<file path="src/rtl/alu_multicycle_pkg.sv">
// Shared op codes, FSM encoding and op classification for alu_multicycle.
package alu_pkg;

   localparam logic [31:0] OP_AND  = 32'd0;
   localparam logic [31:0] OP_OR   = 32'd1;
   localparam logic [31:0] OP_ADD  = 32'd2;
   localparam logic [31:0] OP_SUB  = 32'd6;
   localparam logic [31:0] OP_SLT  = 32'd7;
   localparam logic [31:0] OP_MUL  = 32'd8;
   localparam logic [31:0] OP_DIVU = 32'd10;
   localparam logic [31:0] OP_REMU = 32'd11;
   localparam logic [31:0] OP_NOR  = 32'd12;

   typedef enum logic {
      ST_IDLE = 1'b0,
      ST_BUSY = 1'b1
   } state_e;

   // True for the ops that run through the iterative datapath.
   function automatic logic is_multicycle(input logic [31:0] ctrl);
      return (ctrl == OP_MUL) || (ctrl == OP_DIVU) || (ctrl == OP_REMU);
   endfunction

endpackage

</file>
<file path="src/rtl/alu_iter_muldiv.sv">
// Iterative shift-add multiplier / restoring divider, one bit per cycle.
// The first iteration is applied at the start edge, so the last of the
// WIDTH iterations completes WIDTH-1 cycles later; lo_o/rem_o present the
// value the current iteration produces so the caller can register it.
module alu_iter_muldiv #(
   parameter int WIDTH = 32
) (
   input  logic             clk_i,
   input  logic             rst_i,
   input  logic             start_i,
   input  logic             is_div_i,
   input  logic [WIDTH-1:0] a_i,
   input  logic [WIDTH-1:0] b_i,
   output logic [WIDTH-1:0] lo_o,
   output logic [WIDTH-1:0] rem_o,
   output logic             done_o
);

   localparam int CNT_W = $clog2(WIDTH);

   // acc holds {partial product high, multiplier} for MUL, quotient in the low half for DIV
   logic [2*WIDTH-1:0] acc_q, acc_d, acc_cur;
   logic [WIDTH:0]     rem_q, rem_d, rem_cur;
   logic [WIDTH-1:0]   b_q, b_cur;
   logic               is_div_q, is_div_cur;
   logic               busy_q;
   logic [CNT_W-1:0]   cnt_q;
   logic [WIDTH:0]     mul_sum, rem_shift, rem_diff;

   // One iteration step, taken from fresh operands on start or from the registers otherwise
   always_comb begin
      acc_cur    = start_i ? {{WIDTH{1'b0}}, a_i} : acc_q;
      rem_cur    = start_i ? '0 : rem_q;
      b_cur      = start_i ? b_i : b_q;
      is_div_cur = start_i ? is_div_i : is_div_q;
      mul_sum    = {1'b0, acc_cur[2*WIDTH-1:WIDTH]} + (acc_cur[0] ? {1'b0, b_cur} : '0);
      rem_shift  = {rem_cur[WIDTH-1:0], acc_cur[WIDTH-1]};
      rem_diff   = rem_shift - {1'b0, b_cur};
      acc_d      = acc_cur;
      rem_d      = rem_cur;
      if (is_div_cur) begin
         // A zero divisor never borrows, giving all-ones quotient and remainder = dividend
         if (!rem_diff[WIDTH]) begin
            rem_d              = rem_diff;
            acc_d[WIDTH-1:0]   = {acc_cur[WIDTH-2:0], 1'b1};
         end else begin
            rem_d              = rem_shift;
            acc_d[WIDTH-1:0]   = {acc_cur[WIDTH-2:0], 1'b0};
         end
      end else begin
         acc_d = {mul_sum, acc_cur[WIDTH-1:1]};
      end
   end

   assign lo_o   = acc_d[WIDTH-1:0];
   assign rem_o  = rem_d[WIDTH-1:0];
   assign done_o = busy_q && (cnt_q == CNT_W'(WIDTH - 1));

   // Iteration registers and counter
   always_ff @(posedge clk_i) begin
      if (rst_i) begin
         acc_q    <= '0;
         rem_q    <= '0;
         b_q      <= '0;
         is_div_q <= 1'b0;
         busy_q   <= 1'b0;
         cnt_q    <= '0;
      end else if (start_i) begin
         acc_q    <= acc_d;
         rem_q    <= rem_d;
         b_q      <= b_i;
         is_div_q <= is_div_i;
         busy_q   <= 1'b1;
         cnt_q    <= CNT_W'(1);
      end else if (busy_q) begin
         acc_q <= acc_d;
         rem_q <= rem_d;
         if (done_o) begin
            busy_q <= 1'b0;
            cnt_q  <= '0;
         end else begin
            cnt_q <= cnt_q + CNT_W'(1);
         end
      end
   end

endmodule

</file>
<file path="src/rtl/alu_multicycle.sv">
// Multi-cycle ALU: single-cycle logic/arith ops plus iterative MUL/DIVU/REMU
// behind a valid/ready accept handshake, with registered result and flags.
module alu_multicycle
   import alu_pkg::*;
#(
   parameter int WIDTH  = 32,
   parameter int CTRL_W = 4
) (
   input  logic              clk_i,
   input  logic              rst_i,
   input  logic              valid_i,
   output logic              ready_o,
   input  logic [CTRL_W-1:0] ctrl_i,
   input  logic [WIDTH-1:0]  src1_i,
   input  logic [WIDTH-1:0]  src2_i,
   output logic              valid_o,
   output logic [WIDTH-1:0]  result_o,
   output logic              zero_o,
   output logic              ovf_o
);

   state_e           state_q, state_d;
   logic [WIDTH-1:0] result_q, result_d;
   logic             zero_q, zero_d;
   logic             ovf_q, ovf_d;
   logic             valid_q, valid_d;
   logic             is_rem_q, is_rem_d;
   logic [31:0]      op;
   logic             accept;
   logic [WIDTH-1:0] sum, diff, sc_result;
   logic             sc_ovf;
   logic             md_start, md_done;
   logic [WIDTH-1:0] md_lo, md_rem;

   assign op      = 32'(ctrl_i);
   assign ready_o = (state_q == ST_IDLE);
   assign accept  = valid_i && ready_o;

   // Single-cycle result and signed overflow for the incoming operands
   always_comb begin
      sum       = src1_i + src2_i;
      diff      = src1_i - src2_i;
      sc_result = '0;
      sc_ovf    = 1'b0;
      case (op)
         OP_AND: sc_result = src1_i & src2_i;
         OP_OR:  sc_result = src1_i | src2_i;
         OP_NOR: sc_result = ~(src1_i | src2_i);
         OP_ADD: begin
            sc_result = sum;
            sc_ovf    = (src1_i[WIDTH-1] == src2_i[WIDTH-1]) && (sum[WIDTH-1] != src1_i[WIDTH-1]);
         end
         OP_SUB: begin
            sc_result = diff;
            sc_ovf    = (src1_i[WIDTH-1] != src2_i[WIDTH-1]) && (diff[WIDTH-1] != src1_i[WIDTH-1]);
         end
         OP_SLT: sc_result = {{(WIDTH-1){1'b0}}, ($signed(src1_i) < $signed(src2_i))};
         default: ;
      endcase
   end

   alu_iter_muldiv #(.WIDTH(WIDTH)) u_muldiv (
      .clk_i    (clk_i),
      .rst_i    (rst_i),
      .start_i  (md_start),
      .is_div_i (op != OP_MUL),
      .a_i      (src1_i),
      .b_i      (src2_i),
      .lo_o     (md_lo),
      .rem_o    (md_rem),
      .done_o   (md_done)
   );

   // Next state, output register loads and datapath start
   always_comb begin
      state_d  = state_q;
      result_d = result_q;
      ovf_d    = ovf_q;
      valid_d  = 1'b0;
      is_rem_d = is_rem_q;
      md_start = 1'b0;
      case (state_q)
         ST_IDLE: begin
            if (accept) begin
               if (is_multicycle(op)) begin
                  md_start = 1'b1;
                  is_rem_d = (op == OP_REMU);
                  state_d  = ST_BUSY;
               end else begin
                  result_d = sc_result;
                  ovf_d    = sc_ovf;
                  valid_d  = 1'b1;
               end
            end
         end
         ST_BUSY: begin
            if (md_done) begin
               result_d = is_rem_q ? md_rem : md_lo;
               ovf_d    = 1'b0;
               valid_d  = 1'b1;
               state_d  = ST_IDLE;
            end
         end
         default: state_d = ST_IDLE;
      endcase
      zero_d = (result_d == '0);
   end

   // State and output registers
   always_ff @(posedge clk_i) begin
      if (rst_i) begin
         state_q  <= ST_IDLE;
         result_q <= '0;
         zero_q   <= 1'b1;
         ovf_q    <= 1'b0;
         valid_q  <= 1'b0;
         is_rem_q <= 1'b0;
      end else begin
         state_q  <= state_d;
         result_q <= result_d;
         zero_q   <= zero_d;
         ovf_q    <= ovf_d;
         valid_q  <= valid_d;
         is_rem_q <= is_rem_d;
      end
   end

   assign valid_o  = valid_q;
   assign result_o = result_q;
   assign zero_o   = zero_q;
   assign ovf_o    = ovf_q;

endmodule

</file>
<file path="config.mk">
export PLATFORM = sky130hd
export DESIGN_NAME = alu_multicycle
export DESIGN_NICKNAME = d
export VERILOG_FILES = /design/src/rtl/alu_multicycle_pkg.sv /design/src/rtl/alu_iter_muldiv.sv /design/src/rtl/alu_multicycle.sv
export SDC_FILE = /design/constraint.sdc
export NUM_CORES = 1
export LEC_CHECK = 0
export BUFFER_PORTS_ARGS = -buffer_cell sky130_fd_sc_hd__buf_2
export CORE_MARGIN = 3
export CORE_UTILIZATION = 55
export CTS_CLUSTER_SIZE = 16
export DETAILED_ROUTE_END_ITERATION = 10
export GPL_TIMING_DRIVEN = 0
export HOLD_SLACK_MARGIN = 0.12
export PLACE_DENSITY = 0.82
export SYNTH_ARGS = -nofsm -noshare
export SYNTH_HDL_FRONTEND = slang
export SYNTH_SLANG_ARGS = --single-unit
export TNS_END_PERCENT = 1
</file>
<file path="constraint.sdc">
create_clock -name clk_i -period 10.8 [get_ports clk_i]
set_clock_uncertainty 0.05 [all_clocks]
set_input_delay 0.54 -clock clk_i [delete_from_list [all_inputs] [get_ports clk_i]]
set_output_delay 0.54 -clock clk_i [all_outputs]
set_load 0.01 [all_outputs]
</file>
## Word-level counts from Yosys, hierarchy flattened

Index checks and enable logic that the tools add are counted.

- Register bits: 173
- Output and inout port bits: 36

- Bitwise logic cells: 4
- Add/sub/neg operators: 5
- Magnitude comparators: 1
- Reductions and logical operators: 12
- Muxes and demuxes: 39
- Equality and inequality tests: 17

Operators by type and width:

| cell | number |
|---|---|
| $mux 32 | 8 |
| $mux 64 | 3 |
| $pmux 32 s6 | 1 |
| $mux 33 | 5 |
| $logic_not 32->1 | 2 |
| $pmux 32 s2 | 1 |
| $add 32x33->33 | 1 |
| $sub 33x32->33 | 1 |
| $add 32x32->32 | 1 |
| $and 32x32->32 | 1 |
| $lt 32x32->1 | 1 |
| $not 32->32 | 1 |
| $or 32x32->32 | 1 |
| $sub 32x32->32 | 1 |
| $eq 4x4->1 const B | 4 |
| $mux 1 | 16 |
| $eq 4x3->1 const B | 2 |
| $pmux 1 s2 | 4 |
| $reduce_and 3->1 | 2 |
| $add 5x1->5 const B | 1 |
| $eq 5x5->1 const B | 1 |
| $mux 5 | 1 |
| $eq 4x1->1 const B | 1 |
| $eq 4x2->1 const B | 1 |
| 10 further kinds | 17 |

## Longest topological paths before layout

- Depth in word-level cells: 14
- Gate-level depth with buffers: 29
- Depth with buffers taken out: 21

## Hierarchy

Synthesis repeated with hierarchy kept, for this count alone.

- Cells, all modules: 2,527
- Area, all modules: 18,520.3 um^2

Modules (own cells, without submodules):

| module | cells an instance | times used | area each (um^2) | seq. area each (um^2) |
|---|---|---|---|---|
| alu_iter_muldiv | 1,335 | 1 | 10,413.7 | 2,702.6 |
| alu_multicycle | 1,192 | 1 | 8,106.5 | 740.7 |

## Least setup slack after synthesis

Ideal clock, no wire load.

- Path kind: in2reg
- Start point: in ctrl_i[3]
- End point: reg zero_q, in the netlist zero_o
- Arrival time: 6.502 ns
- Setup slack: 4.152 ns
- Data required time: 10.654 ns
- Stages: 25
- Cells stage by stage: buf_2 and4bb_4 nand2_2 clkbuf_1 clkbuf_1 clkbuf_1 clkbuf_1 clkbuf_1 buf_1 a21oi_1 ha_1 buf_4 nand4_1 or4_1 o22ai_1 nor3b_1 o2bb2ai_2 nor4b_2 mux2i_1 nand3_1 a221o_1 or4_1 nor4_1 nand4_1 o41ai_2

- Longest elaborated chain between the ends: 14
- Elaborated cells between the ends (all ways): 33
- Those cells by class: add/sub: 2; eq/ne: 9; mux: 18; reduce/logical: 4

Ends and longest elaborated chain:

| element | RTL line | text |
|---|---|---|
| from (decl) | alu_multicycle.sv:13 | `input logic [CTRL_W-1:0] ctrl_i,` |
| $eq 4x4->1 | alu_multicycle_pkg.sv:21 | `return (ctrl == OP_MUL) \|\| (ctrl == OP_DIVU) \|\| (ctrl == OP_REMU);` |
| $logic_or 1x1->1 (2 in series) | alu_multicycle_pkg.sv:21 |  |
| $mux 1 | alu_multicycle.sv:85 | `if (is_multicycle(op)) begin` |
| $mux 1 | alu_multicycle.sv:84 | `if (accept) begin` |
| $mux 1 | alu_multicycle.sv:82 | `case (state_q)` |
| $mux 64, or another cell as far along | alu_iter_muldiv.sv:32 | `acc_cur = start_i ? {{WIDTH{1'b0}}, a_i} : acc_q;` |
| $sub 33x32->33 / $mux 32 (equally long branches) | alu_iter_muldiv.sv:38, alu_iter_muldiv.sv:36 |  |
| $mux 1, or another cell as far along | alu_iter_muldiv.sv:43 | `if (!rem_diff[WIDTH]) begin` |
| $mux 32 / $mux 33 (equally long branches) | alu_iter_muldiv.sv:41 | `if (is_div_cur) begin` |
| $mux 32 | alu_multicycle.sv:98 | `result_d = is_rem_q ? md_rem : md_lo;` |
| $mux 32 | alu_multicycle.sv:97 | `if (md_done) begin` |
| $pmux 32 s2 * | alu_multicycle.sv:82 |  |
| $logic_not 32->1 * | alu_multicycle.sv:106 | `zero_d = (result_d == '0);` |
| to (signal assigned) | alu_multicycle.sv:121 | `zero_q <= zero_d;` |
| to (decl) | alu_multicycle.sv:24 | `logic zero_q, zero_d;` |

Mark *: on every way between the ends. The rest lies on a longest branch, timed or not.
A chain may end at the register's enable or synchronous reset.

## Final worst setup path

- Start point: reg state_q
- End point: reg zero_q, in the netlist zero_o

- Longest elaborated chain between the ends: 12
- Elaborated cells between the ends (all ways): 20
- Those cells by class: add/sub: 2; mux: 15; bitwise: 1; reduce/logical: 2

Ends and longest elaborated chain:

| element | RTL line | text |
|---|---|---|
| from (decl) | alu_multicycle.sv:22 | `state_e state_q, state_d;` |
| from (signal assigned) | alu_multicycle.sv:119 | `state_q <= state_d;` |
| $not 1->1 | -- |  |
| $logic_and 1x1->1 | alu_multicycle.sv:37 | `assign accept = valid_i && ready_o;` |
| $mux 1 | alu_multicycle.sv:84 |  |
| $mux 1 | alu_multicycle.sv:82 |  |
| $mux 64, or another cell as far along | alu_iter_muldiv.sv:32 |  |
| $sub 33x32->33 / $mux 32 (equally long branches) | alu_iter_muldiv.sv:38, alu_iter_muldiv.sv:36 |  |
| $mux 1, or another cell as far along | alu_iter_muldiv.sv:43 |  |
| $mux 32 / $mux 33 (equally long branches) | alu_iter_muldiv.sv:41 |  |
| $mux 32 | alu_multicycle.sv:98 |  |
| $mux 32 | alu_multicycle.sv:97 |  |
| $pmux 32 s2 * | alu_multicycle.sv:82 |  |
| $logic_not 32->1 * | alu_multicycle.sv:106 |  |

Marks and branches as above.

==> run summary <==
status -> complete, no violations
number of detailed-route iterations in the first pass -> 6
row count -> 63
number of flops mapped to enable cells by yosys -> 0
post-route ant nets -> 0
Final Setup Violations -> 0
switching part of the total -> 37.63%
number of antenna diodes -> 0
setup_tns -> 0 ns
1st-iter DRT viols -> 3032
DP Cell Count -> 2957
Routed wire per std cell -> 25.79 um
sequential area share after synthesis -> 20.10%
part of the power in registers -> 32.6%
post-route core utilization -> 62.26%
wire length of the first global-routing pass -> 112.9 mm
placed wire-length estimate -> 61.33 mm
part of the power in combinational logic -> 33.5%
routed vias -> 20260
r2r startpoint -> state_q
Initial Util -> 56.74%
ports placed on the boundary -> 107
Critical path buffers and inverters -> 7
clock net sink count -> 172
number of CTS-inserted buffers -> 17
cell area power density -> 107.3 mW/mm2
peak per-stage delay on the critical path -> 0.76 ns
number of vias per cell -> 6.779
average size of a mapped cell -> 6.961 um2
internal power contribution -> 0.001258 W
global-route congestion overflow total -> 0
endpoint arrival time on the critical path -> 10.58 ns
clock share of power -> 33.9%
die outline width -> 182.5 um
final cycle utilization of the critical path -> 95.10%
most common cell type on the critical path -> clkbuf_1
Die Area -> 0.03330 mm2
synth unique cells -> 100
worst r2r path cells -> 24
static leakage -> 8.197 nW
launching element type of the critical path -> register
Main synth FF type -> dfxtp_1
post-synthesis instance area -> 0.01713 mm2
normalized max-slew margin -> 16.62%
total number of H-tree levels -> 4
number of instances resized during post-cts repair -> 0
synth-to-layout area growth -> 9.729%
kind of cell with the highest combined delay on the critical path -> buffers and inverters
Root Buffer Master -> clkbuf_16
hold buffers post-CTS -> 0
setup repair after global routing missed its margin -> no
number of remaining DRC errors -> 0
Worst path slowest cell -> clkbuf_1
maximum buffer depth of the clock tree -> 2
register bit count reported by yosys -> 172
number of filler cells placed in the layout -> 2858
post-CTS clock slew at the launch and capture registers of the worst setup and hold paths -> 0.07 ns
path category of the worst min-delay check -> primary input to register
Net Sw Power -> 0.0007589 W
startpoint of the worst setup timing path -> state_q
placeable core region -> 0.03019 mm2
clock latency on the worst-skew pair -> 0.46 ns
capturing instance or port of the critical path -> zero_o
overall global routing resource usage -> 44.27%
cells after synthesis -> 2461
register-to-register setup slack -> 0.53 ns
Worst VDD drop -> 0.1122 mV
vias in the first global route -> 18780
Crit path depth -> 24
final estimated routing congestion in global placement -> 1.074
Hold Violations, Final -> 0
Critical Path End Type -> register
largest net degree at the start of global routing -> 17
beginning of the worst hold path -> src1_i[8]
routed wire length -> 77.10 mm
Final nets -> 2817
total count of max-transition violations in the final report -> 0
TritonCTS clock tree -> built
port buffer count -> 104
Vert. Die Dim -> 182.5 um
maximum fanout along the worst path -> 10
required time worst endpoint -> 11.11 ns
final cell count without fillers -> 2989
commonest non-fill, non-tap cells in the layout -> nor2_1 (390), a21oi_1 (236), nand2_1 (233)
final critical-path required period -> 10.27 ns
antenna violations before repair -> 2
count of synthesis-stage warnings from yosys -> 0
nets in the synthesized netlist -> 2692
layout cells sized above 1 -> 7.464%
proportion of synthesized flip-flops having asynchronous set or reset -> 0%
post-CTS setup buffer count -> 0
leading cell type in the layout, fill and taps excluded -> nor2_1
class of the most critical setup path -> register to register
total of max-cap violations -> 0
Slew @ Worst Pin -> 1.251 ns
highest clock frequency the design can meet -> 0.09737 GHz
reg-to-reg endpoint -> zero_o
sequence of cells on the critical path -> and4bb_4 > nand2_2 > clkbuf_1 > clkbuf_1 > clkbuf_1 > clkbuf_1 > clkbuf_1 > clkbuf_1 > a21oi_1 > ha_1 > nand4_1 > or4_1 > o22ai_1 > nor2_1 > o21ai_1 > nor4b_2 > clkbuf_1 > nand2_1 > o221ai_1 > nor4_1 > nand4_1 > nor4_1 > nand4_1 > o41ai_2
## sequential cells by signal, indices dropped and copies added, names as in the netlist
register / cells
valid_o: 1
u_muldiv.cnt_q: 5
is_rem_q: 1
u_muldiv.acc_q: 64
result_o: 32
ovf_o: 1
zero_o: 1
u_muldiv.busy_q: 1
u_muldiv.b_q: 32
state_q: 1
u_muldiv.is_div_q: 1
u_muldiv.rem_q: 32
## cell usage after synthesis, types with 24 or more instances
| cell | n | share of area [%] |
|---|---|---|
| ha_1 | 157 | 11 |
| nor2_1 | 390 | 8.5 |
| nand2b_1 | 28 | 1.0 |
| nor2b_1 | 29 | 1.1 |
| xor2_1 | 24 | 1.2 |
| o21ai_0 | 129 | 3.8 |
| xnor2_1 | 59 | 3.0 |
| a211oi_1 | 34 | 1.5 |
| inv_1 | 129 | 2.8 |
| a21oi_1 | 236 | 6.9 |
| a221oi_1 | 30 | 1.5 |
| a31oi_1 | 36 | 1.3 |
| nor3_1 | 54 | 1.6 |
| and2_1 | 76 | 2.8 |
| a22oi_1 | 55 | 2.4 |
| nand2_1 | 233 | 5.1 |
| nand3_1 | 58 | 1.7 |
| dfxtp_1 | 172 | 20 |
| clkbuf_1 | 126 | 2.8 |
| a21o_1 | 36 | 1.6 |
## tightest hold or removal path: stages
cell      delay [ns]
buf_2           0.13
nand2_1         0.06
a311oi_1        0.07
## worst min path at each step
stage,endpoint,slack (ns),cells past startpoint
2_1_floorplan,u_muldiv.acc_q[49],0.38,2
3_3_place_gp,u_muldiv.acc_q[51],0.38,2
3_5_place_dp,u_muldiv.acc_q[51],0.39,2
4_1_cts,u_muldiv.acc_q[7],0.35,3
5_1_grt,u_muldiv.acc_q[12],0.36,3
6_report,u_muldiv.acc_q[7],0.35,3
## logic make-up (layout without fill, tap and decap cells)
| group | Yosys count | after routing | share of synthesized area (%) |
|---|---|---|---|
| AND/OR/NAND/NOR | 969 | 969 | 26.20 |
| AO/OA/AOI/OAI | 771 | 771 | 29.80 |
| XOR/XNOR | 83 | 83 | 4.244 |
| buffers and inverters | 282 | 420 | 6.413 |
| flip-flops | 172 | 172 | 20.10 |
| multiplexers | 22 | 22 | 1.307 |
| adder cells (fa/ha/maj) | 162 | 162 | 11.93 |
## layout make-up
| class | instances | area [um2] | area share, % |
|---|---|---|---|
| Buffer | 152 | 610.6 | 3.248 |
| Clock buffer | 22 | 464.2 | 2.470 |
| Clock inverter | 10 | 163.9 | 0.8720 |
| Inverter | 130 | 488.0 | 2.596 |
| Multi-Input combinational cell | 2007 | 12600 | 67.03 |
| Sequential cell | 172 | 3443 | 18.32 |
| Tap cell | 390 | 488.0 | 2.596 |
| Timing Repair Buffer | 106 | 539.3 | 2.869 |
## through the flow
step / setup WS, ns / instance area, um2 / total power, W / hold WS [ns]
CTS: 1.123 / 18800 / 0.001967 / 0.3548
floorplan: 4.152 / 17130 / 0.001087 / 0.3773
detailed placement: 0.8081 / 18170 / 0.001307 / 0.3923
global route: 0.7146 / 18800 / 0.002065 / 0.3607
global placement: 0.8426 / 18140 / 0.001301 / 0.3844
finish: 0.5294 / 18800 / 0.002017 / 0.3476
## layer usage
metal / wire, um / vias to the layer above / GRT usage (%)
met5: 0 / - / 0
met4: 5466 / 0 / 25.99
met3: 9897 / 336 / 10.86
met2: 32280 / 1480 / 67.21
met1: 29460 / 9393 / 56.94
li1: - / 9053 / -
## power groups by stage
| stage | combinational, W | sequential (W) | clock (W) |
|---|---|---|---|
| detailed placement | 0.000636 | 0.000671 | 0 |
| global placement | 0.000630 | 0.000670 | 0 |
| CTS | 0.000641 | 0.000657 | 0.000669 |
| global route | 0.000709 | 0.000658 | 0.000698 |
| finish | 0.000676 | 0.000657 | 0.000684 |
| floorplan | 0.000417 | 0.000670 | 0 |
(Power assumes the default switching activity.)
